**config.mk**
```make
export PLATFORM = sky130hd
export DESIGN_NAME = change_dispenser
export DESIGN_NICKNAME = d
export VERILOG_FILES = /design/src/rtl/change_dispenser.sv
export SDC_FILE = /design/constraint.sdc
export NUM_CORES = 1
export LEC_CHECK = 0
export CAP_MARGIN = 15
export CORE_AREA = 4 4 94 96
export CTS_CLUSTER_DIAMETER = 100
export DETAILED_ROUTE_END_ITERATION = 6
export DIE_AREA = 0 0 98 100
export SLEW_MARGIN = 20
export SYNTH_ARGS = -nofsm -noshare
export SYNTH_HDL_FRONTEND = slang
export SYNTH_SLANG_ARGS = --single-unit
```
**constraint.sdc**
```tcl
create_clock -name clk -period 6.35 [get_ports clk]
set_clock_uncertainty 0.05 [all_clocks]
set_input_delay 1.27 -clock clk [delete_from_list [all_inputs] [get_ports clk]]
set_output_delay 1.27 -clock clk [all_outputs]
set_load 0.01 [all_outputs]
```
**src/rtl/change_dispenser.sv**
```systemverilog
// change_dispenser: pays out the customer's balance as coins, one coin per
// clock, greedy largest-coin-first, once a return is triggered.
// Optional feature: define VM_AUTO_RETURN_EN to also trigger a return after
// TIMEOUT_CYCLES idle cycles with a non-zero balance.
module change_dispenser #(
  parameter int unsigned COIN0_VALUE    = 100,
  parameter int unsigned COIN1_VALUE    = 500,
  parameter int unsigned COIN2_VALUE    = 1000,
  parameter int unsigned TIMEOUT_CYCLES = 100,
  parameter int unsigned kTotalBits     = 16
) (
  input  logic                  clk,
  input  logic                  reset_n,
  input  logic                  i_trigger_return,
  input  logic                  i_activity,
  input  logic [kTotalBits-1:0] balance,
  output logic [2:0]            o_return_coin,
  output logic [kTotalBits-1:0] o_refund,
  output logic                  o_busy,
  output logic                  o_done,
  output logic [kTotalBits-1:0] o_remainder
);

  localparam int unsigned kNumCoins = 3;

  localparam logic [1:0] ST_IDLE     = 2'd0;
  localparam logic [1:0] ST_DISPENSE = 2'd1;
  localparam logic [1:0] ST_DONE     = 2'd2;

  localparam logic [kTotalBits-1:0] kCoin0 = kTotalBits'(COIN0_VALUE);
  localparam logic [kTotalBits-1:0] kCoin1 = kTotalBits'(COIN1_VALUE);
  localparam logic [kTotalBits-1:0] kCoin2 = kTotalBits'(COIN2_VALUE);

  logic [1:0]            state, state_next;
  logic [kTotalBits-1:0] remaining, remaining_next;
  logic [kTotalBits-1:0] remainder_q, remainder_next;
  logic [kNumCoins-1:0]  coin_sel;
  logic [kTotalBits-1:0] coin_val;
  logic [kTotalBits-1:0] remaining_after;
  logic                  trigger;

`ifdef VM_AUTO_RETURN_EN
  localparam int unsigned kIdleBits = $clog2(TIMEOUT_CYCLES + 1);

  logic [kIdleBits-1:0] idle_cnt, idle_cnt_next;
  logic                 timeout;

  // Idle timer: counts idle cycles holding a balance; fires on reaching the limit.
  always_comb begin
    idle_cnt_next = '0;
    timeout       = 1'b0;
    if (state == ST_IDLE && balance != '0 && !i_activity) begin
      if (idle_cnt == kIdleBits'(TIMEOUT_CYCLES - 1)) begin
        timeout = 1'b1;
      end else begin
        idle_cnt_next = idle_cnt + kIdleBits'(1);
      end
    end
  end

  // Idle timer register.
  always_ff @(posedge clk) begin
    if (!reset_n) begin
      idle_cnt <= '0;
    end else begin
      idle_cnt <= idle_cnt_next;
    end
  end

  assign trigger = i_trigger_return | timeout;
`else
  logic unused_activity;
  assign unused_activity = i_activity;
  assign trigger         = i_trigger_return;
`endif

  // Largest coin that still fits into the remaining amount.
  always_comb begin
    coin_sel = '0;
    coin_val = '0;
    if (state == ST_DISPENSE) begin
      if (remaining >= kCoin2) begin
        coin_sel = 3'b100;
        coin_val = kCoin2;
      end else if (remaining >= kCoin1) begin
        coin_sel = 3'b010;
        coin_val = kCoin1;
      end else if (remaining >= kCoin0) begin
        coin_sel = 3'b001;
        coin_val = kCoin0;
      end
    end
  end

  assign remaining_after = remaining - coin_val;

  // Next-state and datapath update.
  always_comb begin
    state_next     = state;
    remaining_next = remaining;
    remainder_next = remainder_q;
    case (state)
      ST_IDLE: begin
        if (trigger) begin
          remaining_next = balance;
          if (balance < kCoin0) begin
            remainder_next = balance;
            state_next     = ST_DONE;
          end else begin
            state_next = ST_DISPENSE;
          end
        end
      end
      ST_DISPENSE: begin
        remaining_next = remaining_after;
        if (remaining_after < kCoin0) begin
          remainder_next = remaining_after;
          state_next     = ST_DONE;
        end
      end
      ST_DONE: begin
        state_next = ST_IDLE;
      end
      default: begin
        state_next = ST_IDLE;
      end
    endcase
  end

  // State and datapath registers.
  always_ff @(posedge clk) begin
    if (!reset_n) begin
      state       <= ST_IDLE;
      remaining   <= '0;
      remainder_q <= '0;
    end else begin
      state       <= state_next;
      remaining   <= remaining_next;
      remainder_q <= remainder_next;
    end
  end

  assign o_return_coin = coin_sel;
  assign o_refund      = coin_val;
  assign o_busy        = (state != ST_IDLE);
  assign o_done        = (state == ST_DONE);
  assign o_remainder   = remainder_q;

endmodule

```
==> results by group <==
Setup path
  – Crit path cell chain: or3_1, or4_1, o21bai_1, nor2_1, ha_1, inv_1, fa_1, a211o_1, a21oi_2, o211ai_1, xnor2_4, nand4_4, o41ai_4, a21oi_1, a311oi_1
  – WP data arrival: roughly 4.8 ns
  – CP max stage delay: about 0.53 ns
  – CP Max Fanout: 8
  – CP max-delay cell: o41ai_4
  – Critical Path End Type: flip-flop
  – CP startpoint kind: flip-flop
  – Crit path required time: between 6 and 7 ns
  – Critical path type: reg -> reg

STA
  – Max Slew Vio Count: 0
  – Final Cycle Share: approximately three quarters
  – Setup TNS: 0 ns
  – Slew HR: between 40% and 50%
  – Max Freq: roughly 210 MHz
  – RSZ-0062 raised after global routing: no
  – Final worst path period need: around 4.7 ns
  – Final Hold Vio Count: 0
  – Least-Margin Pin Slew: approximately 0.78 ns
  – Setup-failing EPs final: 0
  – WHS: roughly 0.43 ns

Placed design
  – Number of port buffers: between 40 and 50
  – Final GP Congestion: approximately 0.84
  – Placed Cells incl. Taps: approximately 420
  – Dpl hpwl: 4840 um

Min path
  – HP Class: reg -> reg

Power
  – Int Power: approximately 460 uW
  – Clock share of power: 22.1%
  – Max VDD drop: about 0.00012 V
  – Sequential Power Share: 32.1%
  – PD cells: between 200 and 300 nW/um^2
  – Logic pwr share: between 40 and 50%
  – Sw frac: about 40%
  – P_leak: 1.13 nW
  – Total power draw: between 700 and 800 uW
  – Net Switching: about 300 uW

Floorplan
  – Initial Utilization: 29.1%
  – Die H: ~100 um
  – Num rows: 33
  – Full die area: roughly 9800 um^2
  – I/O pin count: 57
  – DIE WIDTH: approximately 98 um
  – Core area: between 8000 and 9000 um^2

Logic synthesis
  – Asr flop ratio synth: 0%
  – Mapped Cells: 290
  – Cell area after synthesis: around 2300 um^2
  – #FFs+latches synth: 34
  – Area share of the largest cell type after synthesis: between 20% and 30%
  – Seq/Total Area, Yosys: between 20% and 30%
  – Dominant cell type by area after synthesis: dfxtp_1
  – EDFF count, synth: 0
  – Main synth FF type: dfxtp_1
  – Synth top area cells: dfxtp_1, nand2_1, a21oi_1
  – Synth Area per Inst: just over 8 um^2
  – Unique masters post-synth: 66
  – Warnings from Yosys: 0

Global routing
  – Total track usage: a little over an eighth
  – Vias in the first global route: 2192
  – Initial antenna violation count: 0
  – Largest net degree at the start of global routing: 23
  – First-pass GRT wire length: 10600 um
  – Gr ovfl total: 0

Clock tree
  – Hold Buf Count CTS: 0
  – H-tree depth: 2
  – Root buf cell: clkbuf_8
  – Clock Pin Slew Worst Setup and Hold Paths: about 0.070 ns
  – Setup bufs post-CTS: 0
  – Clk sinks: 34
  – Post-CTS Resized: 0
  – Clk Latency, worst-skew pair: roughly 0.28 ns
  – CTS Buf Count: 5
  – CTS tree: yes
  – Clk buf depth: 2

Layout
  – Fin nets: approximately 360
  – Final cell count without fillers: about 430
  – # diodes: 0
  – Synth-to-Final Area Change: 24.6%
  – Layout cells sized above 1: under 10%
  – Leading cell type in the layout, fill and taps excluded: clkdlybuf4s50_1
  – Most frequent cells in the layout: clkdlybuf4s50_1, nand2_1, dfxtp_1, nor2_1, a21oi_1

Detailed routing
  – DRC Markers: 0
  – Antenna Nets Post-Route: 0
  – TritonRoute pass-1 iters: 4
  – Drt initial violations: approximately 120
  – Drt total wl: around 6400 um
  – Vias: 2283
  – Avg WL per Cell: about 15 um
  – Vias per std cell: ~5.3

Job
  – Max-capacitance violation count: 0

Outcome
  – Outcome: finished clean
## power groups by stage
stage	Sequential, mW	Clock [mW]	Combinational, mW
3_3_place_gp	0.247	0	0.339
2_1_floorplan	0.241	0	0.269
6_report	0.243	0.167	0.346
3_5_place_dp	0.247	0	0.340
4_1_cts	0.242	0.172	0.343
5_1_grt	0.245	0.182	0.380
## registers in the layout, summed over array words and instances, names as in the netlist
signal	flops
state	2
o_remainder	16
remaining	16
## cells in the mapped netlist (2+ instances only)
cell	count
nor2b_1	5
clkbuf_1	11
dfxtp_1	34
a311oi_1	11
nor4_1	2
a21oi_1	21
nor3_1	6
nand4_1	3
and3_1	9
a21oi_2	2
xnor2_1	4
or4_1	3
or3_1	4
nand3_1	7
nand2_1	34
o22ai_1	2
ha_1	8
o21ai_1	3
a211oi_1	2
or2_2	3
a211o_1	3
o21a_1	3
nand3b_1	2
nor2_1	25
buf_4	14
o21ai_0	17
and4_1	2
a21o_1	2
o311ai_0	2
inv_1	10
## stage by stage
stage	instance area (um^2)	utilization (%)	setup WS, ns
2_1_floorplan	2370	-	2.21
3_3_place_gp	2820	35.1	1.79
3_5_place_dp	2820	35.1	1.76
4_1_cts	2920	36.2	1.72
5_1_grt	2920	36.2	1.30
6_report	2920	36.2	1.69
## worst paths after layout
check,startpoint,end,slack (ns),cells past startpoint
min,remaining[1]$_SDFFE_PN0P_,o_remainder[1]$_SDFFE_PN0P_,0.43,2
max reg2reg,remaining[13]$_SDFFE_PN0P_,o_remainder[3]$_SDFFE_PN0P_,1.69,15
min reg2reg,remaining[1]$_SDFFE_PN0P_,o_remainder[1]$_SDFFE_PN0P_,0.43,2
max,remaining[13]$_SDFFE_PN0P_,o_remainder[3]$_SDFFE_PN0P_,1.69,15
## logic make-up after synthesis
group,synth area share [%]
flops,29.1
buf+inv,8.50
other cells,0.160
compound gates,28.8
fa+ha+maj,5.13
mux,0.428
xor+xnor,2.67
simple gates,25.2
## critical path, delay by kind of cell, from the launching register on
family	cells	cell delay (ns)
AOI/OAI and AO/OA	7	2.06
buffers and inverters	1	0.05
adders and majority gates	2	0.58
and+or+nand+nor	4	1.18
xor gates and xnor gates	1	0.25
DFF	1	0.40
## layout make-up
type / instances / area [um^2]
fill: 876 / 5130
clock buffer: 6 / 82.6
clock inverter: 2 / 12.5
timing repair buffer: 49 / 485
tap: 105 / 131
multi-input combinational: 226 / 1490
inverter: 10 / 37.5
sequential: 34 / 681
## per-layer routing
metal / track usage (%) / part of all wire [%] / vias to the layer above
li1: - / - / 1125
met1: 18.4 / 48 / 1079
met2: 20.5 / 45 / 73
met3: 3.13 / 6.2 / 6
met4: 2.56 / 0.66 / 0
met5: 0 / 0 / -
Note: power is estimated with default switching activity, not from simulation.
